File: src/rtl/risc_pkg.sv
// Shared opcode and phase encodings for the 8-bit RISC core (IR, ALU, sequencer, TB).
// Latency: n/a (constants and types only).
// Backpressure: n/a.
package risc_pkg;

  // Opcode field IR[7:5]
  localparam logic [2:0] OP_HLT = 3'd0;
  localparam logic [2:0] OP_SKZ = 3'd1;
  localparam logic [2:0] OP_ADD = 3'd2;
  localparam logic [2:0] OP_AND = 3'd3;
  localparam logic [2:0] OP_XOR = 3'd4;
  localparam logic [2:0] OP_LDA = 3'd5;
  localparam logic [2:0] OP_STO = 3'd6;
  localparam logic [2:0] OP_JMP = 3'd7;

  // Eight phases per instruction: 0-3 fetch, 4-7 execute
  typedef enum logic [2:0] {
    PH_INST_ADDR  = 3'd0,
    PH_INST_FETCH = 3'd1,
    PH_INST_LOAD  = 3'd2,
    PH_IDLE       = 3'd3,
    PH_OP_ADDR    = 3'd4,
    PH_OP_FETCH   = 3'd5,
    PH_ALU_OP     = 3'd6,
    PH_STORE      = 3'd7
  } phase_e;

  // Control strobe bundle driven by the sequencer
  typedef struct packed {
    logic fch;
    logic rd;
    logic wr;
    logic ld_ir;
    logic ld_ac;
    logic ld_pc;
    logic inc_pc;
    logic data_e;
  } ctrl_t;

endpackage

File: src/rtl/risc_op_dec.sv
// Opcode class decode for the execute phases.
// Latency: purely combinational, zero cycles.
// Backpressure: none; follows its input.
module risc_op_dec
  import risc_pkg::*;
#(
  parameter int OPW = 3
) (
  input  logic [OPW-1:0] op,
  output logic           is_aluop,
  output logic           is_skz,
  output logic           is_jmp,
  output logic           is_sto,
  output logic           is_hlt
);

  // Classify the registered opcode; ALU-class ops all read memory and load AC
  always_comb begin
    is_aluop = 1'b0;
    is_skz   = 1'b0;
    is_jmp   = 1'b0;
    is_sto   = 1'b0;
    is_hlt   = 1'b0;
    case (op)
      OP_HLT:                         is_hlt   = 1'b1;
      OP_SKZ:                         is_skz   = 1'b1;
      OP_ADD, OP_AND, OP_XOR, OP_LDA: is_aluop = 1'b1;
      OP_STO:                         is_sto   = 1'b1;
      OP_JMP:                         is_jmp   = 1'b1;
      default:                        is_aluop = 1'b0;
    endcase
  end

endmodule

File: src/rtl/risc_ctrl_seq.sv
// 8-phase control sequencer: phase counter, opcode latch, sticky halt and strobe decode.
// Latency: strobes are a combinational decode of the current phase; one phase per enabled clk.
// Backpressure: en=0 freezes phase, op_q and all outputs; halt freezes the phase at 5 until reset.
module risc_ctrl_seq
  import risc_pkg::*;
#(
  parameter int          OPW       = 3,
  parameter logic [2:0]  RST_PHASE = 3'd0
) (
  input  logic           clk,
  input  logic           rst_n,
  input  logic           en,
  input  logic [OPW-1:0] opcode,
  input  logic           zero,
  output logic [2:0]     phase,
  output logic           fch,
  output logic           rd,
  output logic           wr,
  output logic           ld_ir,
  output logic           ld_ac,
  output logic           ld_pc,
  output logic           inc_pc,
  output logic           data_e,
  output logic           halt
);

  phase_e         phase_q, phase_d;
  logic [OPW-1:0] op_q, op_d;
  logic           halt_q, halt_d;
  ctrl_t          ctl;

  logic is_aluop, is_skz, is_jmp, is_sto, is_hlt;

  risc_op_dec #(.OPW(OPW)) u_dec (
    .op       (op_q),
    .is_aluop (is_aluop),
    .is_skz   (is_skz),
    .is_jmp   (is_jmp),
    .is_sto   (is_sto),
    .is_hlt   (is_hlt)
  );

  // State registers; reset leaves op_q on a non-HLT encoding so no spurious halt can occur
  always_ff @(posedge clk or negedge rst_n) begin
    if (!rst_n) begin
      phase_q <= phase_e'(RST_PHASE);
      op_q    <= OPW'(OP_ADD);
      halt_q  <= 1'b0;
    end else begin
      phase_q <= phase_d;
      op_q    <= op_d;
      halt_q  <= halt_d;
    end
  end

  // Next-state and strobe decode; halted state forces every strobe (including fch) low
  always_comb begin
    phase_d = phase_q;
    op_d    = op_q;
    halt_d  = halt_q;
    ctl     = '0;

    if (en && !halt_q) begin
      phase_d = phase_e'(phase_q + 3'd1);
      // Opcode is captured on the edge leaving IDLE, after ld_ir has settled the IR
      if (phase_q == PH_IDLE) begin
        op_d = opcode;
      end
      // HLT takes effect leaving OP_ADDR, so the phase parks at OP_FETCH
      if (phase_q == PH_OP_ADDR && is_hlt) begin
        halt_d = 1'b1;
      end
    end

    if (!halt_q) begin
      case (phase_q)
        PH_INST_ADDR: begin
          ctl.fch = 1'b1;
        end
        PH_INST_FETCH: begin
          ctl.fch = 1'b1;
          ctl.rd  = 1'b1;
        end
        PH_INST_LOAD, PH_IDLE: begin
          ctl.fch   = 1'b1;
          ctl.rd    = 1'b1;
          ctl.ld_ir = 1'b1;
        end
        PH_OP_ADDR: begin
          ctl.inc_pc = !is_hlt;
        end
        PH_OP_FETCH: begin
          ctl.rd = is_aluop;
        end
        PH_ALU_OP: begin
          ctl.rd     = is_aluop;
          ctl.inc_pc = is_skz & zero;
          ctl.ld_pc  = is_jmp;
          ctl.data_e = is_sto;
        end
        PH_STORE: begin
          ctl.rd     = is_aluop;
          ctl.ld_ac  = is_aluop;
          ctl.ld_pc  = is_jmp;
          ctl.wr     = is_sto;
          ctl.data_e = is_sto;
        end
        default: ctl = '0;
      endcase
    end
  end

  assign phase  = phase_q;
  assign fch    = ctl.fch;
  assign rd     = ctl.rd;
  assign wr     = ctl.wr;
  assign ld_ir  = ctl.ld_ir;
  assign ld_ac  = ctl.ld_ac;
  assign ld_pc  = ctl.ld_pc;
  assign inc_pc = ctl.inc_pc;
  assign data_e = ctl.data_e;
  assign halt   = halt_q;

endmodule

File: config.mk
export PLATFORM = sky130hd
export DESIGN_NAME = risc_ctrl_seq
export DESIGN_NICKNAME = d
export VERILOG_FILES = /design/src/rtl/risc_pkg.sv /design/src/rtl/risc_op_dec.sv /design/src/rtl/risc_ctrl_seq.sv
export SDC_FILE = /design/constraint.sdc
export NUM_CORES = 1
export LEC_CHECK = 0
export BUFFER_PORTS_ARGS = -buffer_cell sky130_fd_sc_hd__buf_2
export CORE_UTILIZATION = 34
export CTS_CLUSTER_SIZE = 8
export DETAILED_ROUTE_END_ITERATION = 7
export PLACE_DENSITY = 0.6
export REMOVE_ABC_BUFFERS = 1
export SYNTH_ARGS = -nofsm -noshare
export SYNTH_HDL_FRONTEND = slang
export SYNTH_HIERARCHICAL = 1
export SYNTH_SLANG_ARGS = --single-unit
File: constraint.sdc
create_clock -name clk -period 3.6 [get_ports clk]
set_input_delay 0.36 -clock clk [delete_from_list [all_inputs] [get_ports clk]]
set_output_delay 0.36 -clock clk [all_outputs]
set_load 0.01 [all_outputs]
After elaboration in Yosys (flattened, before gate mapping)
Cells that the tools add are included.
- bits in registers: 7
- input bits: 7
- word-level logic and storage cells: 47
- add/sub/neg operators: 1
- equal/unequal tests: 14
- multiplexer cells: 14
- bitwise logic cells: 1
- reduce and logical (&&, ||, !) cells: 14
- operators with widths (kind ; count):
    3-bit equality test, second input constant ; 8
    3-bit by 2-bit equality test with 1-bit output, second input constant ; 4
    1-bit two-way mux ; 11
    8-bit two-way mux ; 1
    4-bit OR reduction ; 2
    3-bit by 1-bit equality test with 1-bit output, second input constant ; 2
    3-bit zero test ; 2
    3-bit OR reduction ; 2
    1-bit one-hot mux with 2 select lines ; 2
    2-bit AND reduction ; 2
    2-bit OR reduction ; 2
    3-bit by 1-bit adder with 3-bit output, second input constant ; 1
    1-bit logical AND ; 2
    1-bit zero test ; 2
    1-bit bitwise AND ; 1

Logic depth before layout (Yosys ltp)
- depth in word-level cells: 5
- depth in mapped cells: 4

Modules after synthesis
Netlist, hierarchy kept.
- by module, submodules not included (module ; instances ; cells an instance ; area an instance (sq um)):
    risc_ctrl_seq ; 1 ; 44 ; 509.2
    risc_op_dec ; 1 ; 5 ; 38.8

Worst setup path before layout
Ideal clock, no wire load.
- kind: register -> output
- start point: reg phase_q[0], in the netlist phase[0]
- end point: out rd
- arrival: 1.394 ns
- required time: 3.240 ns
- path slack: 1.846 ns
- stages on the path, launching flop included: 5
- cells stage by stage: dfrtp_1 > ha_1 > ha_1 > a2111oi_0 > nor4_1
- cells in the longest elaborated chain, start to end: 4
- elaborated cells on any way between the ends: 10
- classes of those cells: 6 x eq/ne; 2 x mux; 2 x reduce/logical
- RTL lines (item ; line ; RTL):
    start, declared ; risc_ctrl_seq.sv:27 ; phase_e phase_q, phase_d;
    start signal, assigned ; risc_ctrl_seq.sv:46 ; phase_q <= phase_e'(RST_PHASE);
    start signal, assigned ; risc_ctrl_seq.sv:50 ; phase_q <= phase_d;
    3-bit equality test (tied with other cells) ; risc_ctrl_seq.sv:76 ; case (phase_q)
    3-bit OR reduction (no line) ; - ;
    1-bit one-hot mux with 2 select lines * ; risc_ctrl_seq.sv:76 ;
    8-bit two-way mux * ; risc_ctrl_seq.sv:75 ; if (!halt_q) begin
    end, declared ; risc_ctrl_seq.sv:17 ; output logic rd,
Mark *: on every way between the ends. The rest lies on a longest branch, timed or not.

Worst setup path in the final report
Ends and elaborated chain as after synthesis.

==> flow_summary.ini <==
[logic_synthesis]
synth.area.top_cells = dfrtp_1, ha_1, mux2_4
synth-warning-count = 6
ys_types = 25
synth_top_area_share_pct = 27.4
yosys.cell_count.top_type = ha_1
synth_edf_count = 0
netlist_area_sq_um = 548
syn_avg_cell_area_sq_um = 11.2
ys.flop_type = dfrtp_1
netlist_instances = 49
yosysSeqAreaShare_pct = 32.2
synth_top_cell_by_area = dfrtp_1
synth_seq_cells = 7
ys_async_sr_fraction_pct = 100
synthTopCellsByCount = ha_1, dfrtp_1, inv_1, nor3b_1, mux2_4

[finish]
fin_nets = 86
layout-drive-gt1-share_pct = 43.7
final_cells = 87
num-fill-cells = 161
area_delta_synth_final_pct = 24.7
diodes = 0

[timing]
slew_viol_final = 0
fin_crit_sh_pct = 59.3
fin_skew_ns = 0.00214
rsz0062_at_grt = no
finalHoldViolCount = 0
tns_ns = 0
tightest_slew_ns = 0.361
slew_headroom_pct = 75.3
fin_crit_ns = 2.14
final-setup-viol-count = 0
max_freq_mhz = 468

[grt]
grt_pass1_wl_microns = 1780
grt_use_total_pct = 13.4
grt_max_degree = 13
overflow = 0
antenna_found_initial = 0
first_global_vias = 395

[clock_tree]
htree_levels = 1
insertion_delay_ns = 0.24
numCtsBuffers = 3
path_clk_slew_ns = 0.05
post-cts-setup-buffers = 0
cts_root_buf = clkbuf_4
clk_path_buf_depth = 2
cts_tree = yes
cts.sinks = 7

[power_and_ir_drop]
power.leakage_nw = 0.370
p_per_area_mw_per_mm2 = 677
ir_worst_vdd_mv = 0.248

[setup_path]
crit_required_ns = 3.24
worstSetupStartpointType = flop
critPathSlowestCell = dfrtp_1
r2r_start = phase[0]
r2r_end = op_q[2]
reg2reg_depth = 4
crit_top_cell = ha_1
path_class = reg -> out
critPathMaxFanout = 5
critPathCaptureType = primary output
r2r_slack_ns = 2.12
critPathMaxStageDelay_ns = 0.42
worstPathArrival_ns = 1.78
cp_cell_sequence = ha_1 -> ha_1 -> a2111oi_0 -> nor4_1 -> buf_2

[place]
place_hpwl_microns = 797
portBuffers = 18
gp_congestion = 0.739
dp.cells = 82

[drt]
wl_per_cell_microns = 11.1
drtIter0Drc = 2
drt_wl_total_microns = 966
drc = 0
detail_route.first_pass.iterations = 2
avgViaCountPerCell = 5.00
vias = 435
drtAntennaViolNets = 0

[min_path]
holdPathEnd = op_q[1]
hp-start = opcode[1]
hp-class = in -> reg
hold_depth = 2

[die]
floorplan.initialDensity_pct = 36.4
dieArea_sq_mm = 0.00178
placementRows = 14
placeableCoreArea_sq_mm = 0.00151
fp.dieH_microns = 42.1
io_pins = 19
dieWidth_microns = 42.1

[flow_run]
maxCapViolCount = 0

[outcome]
status = completed
==> power by group <==
| part | internal (mW) | switching (mW) | leakage [nW] | total [mW] |
|---|---|---|---|---|
| Combinational | 0.115 | 0.112 | 0.274 | 0.227 |
| Sequential | 0.114 | 0.0526 | 0.0810 | 0.166 |
| Clock | 0.0421 | 0.0267 | 0.0150 | 0.0689 |
==> worst max path at each step <==
| stage | cells after the start | start | to |
|---|---|---|---|
| after detailed placement | 5 | phase[0] | rd |
| after CTS | 5 | phase[0] | rd |
| after global routing | 5 | phase[0] | rd |
| after floorplan | 4 | phase[0] | rd |
| after global placement | 5 | phase[0] | rd |
| final | 5 | phase[0] | rd |
==> logic make-up (layout without fill, tap and decap cells) <==
family          after synthesis  count (layout)  synth area share [%]
compound gates                6               6                  8.22
xor+xnor                      2               2                  3.20
fa+ha+maj                     7               7                  16.0
buf+inv                       5              27                  4.79
flops                         7               7                  32.2
mux                           5               5                  12.1
simple gates                 17              17                  23.5
==> worst max-delay path: cells and delay by family (launching register included) <==
family,cells,cell delay [ns]
adder cells (fa/ha/maj),2,0.46
flip-flops,1,0.42
AO/OA/AOI/OAI,1,0.41
buffers and inverters,1,0.15
AND/OR/NAND/NOR,1,0.09
==> flip-flops by register name, indices dropped and copies added, names as in the netlist <==
signal / flops
op_q: 3
phase: 3
halt: 1
==> metrics by stage <==
step / power [mW] / hold slack, ns / worst slack [ns] / area [sq um] / utilization (%)
after floorplan: 0.328 / 0.0644 / 1.85 / 537 / -
after global placement: 0.397 / 0.198 / 1.75 / 647 / 42.9
after detailed placement: 0.397 / 0.202 / 1.73 / 647 / 42.9
after CTS: 0.471 / 0.336 / 1.46 / 683 / 45.3
after global routing: 0.520 / 0.337 / 1.32 / 683 / 45.3
final: 0.462 / 0.343 / 1.46 / 683 / 45.3
==> cells in the final DEF (no fill, tap or decap) <==
cell type / count
mux2i_1: 1
nor2_1: 1
mux2_4: 3
nand2_1: 1
xor2_1: 1
inv_1: 4
buf_2: 18
dlygate4sd3_1: 1
dfstp_2: 1
nand2b_2: 1
nand2b_1: 2
a211oi_1: 2
clkbuf_1: 1
xnor2_1: 1
dfrtp_1: 6
nand3b_4: 1
nor3_1: 1
ha_1: 7
nor4_1: 2
and3_2: 1
and3b_2: 2
a41o_2: 1
a21oi_1: 2
nor3b_1: 4
clkbuf_4: 3
nand3_1: 1
mux2_1: 1
a2111oi_0: 1
==> timing repair <==
| action | CTS | global route |
|---|---|---|
| hold buffers | 1 | 0 |
| gates resized for setup | 0 | 0 |
| hold endpoints to repair | 6 | 0 |
==> metal layers <==
metal	share of wire, %	up-vias	global-route usage (%)	wire [microns]
met5	0	-	0	0
met4	1.8	0	7.50	17
met3	7.0	2	4.31	68
met2	44	13	19.1	422
met1	47	195	18.0	457
li1	-	225	-	-
==> final cells by class <==
cell class                      instances  area (sq um)  area share, %
Timing Repair Buffer                   19           100           14.7
Multi-Input combinational cell         37           345           50.5
Inverter                                4          15.0           2.20
Sequential cell                         7           176           25.8
Clock buffer                            4          26.3           3.85
Tap cell                               16          20.0           2.93
Power figures use the tool's default switching activity.
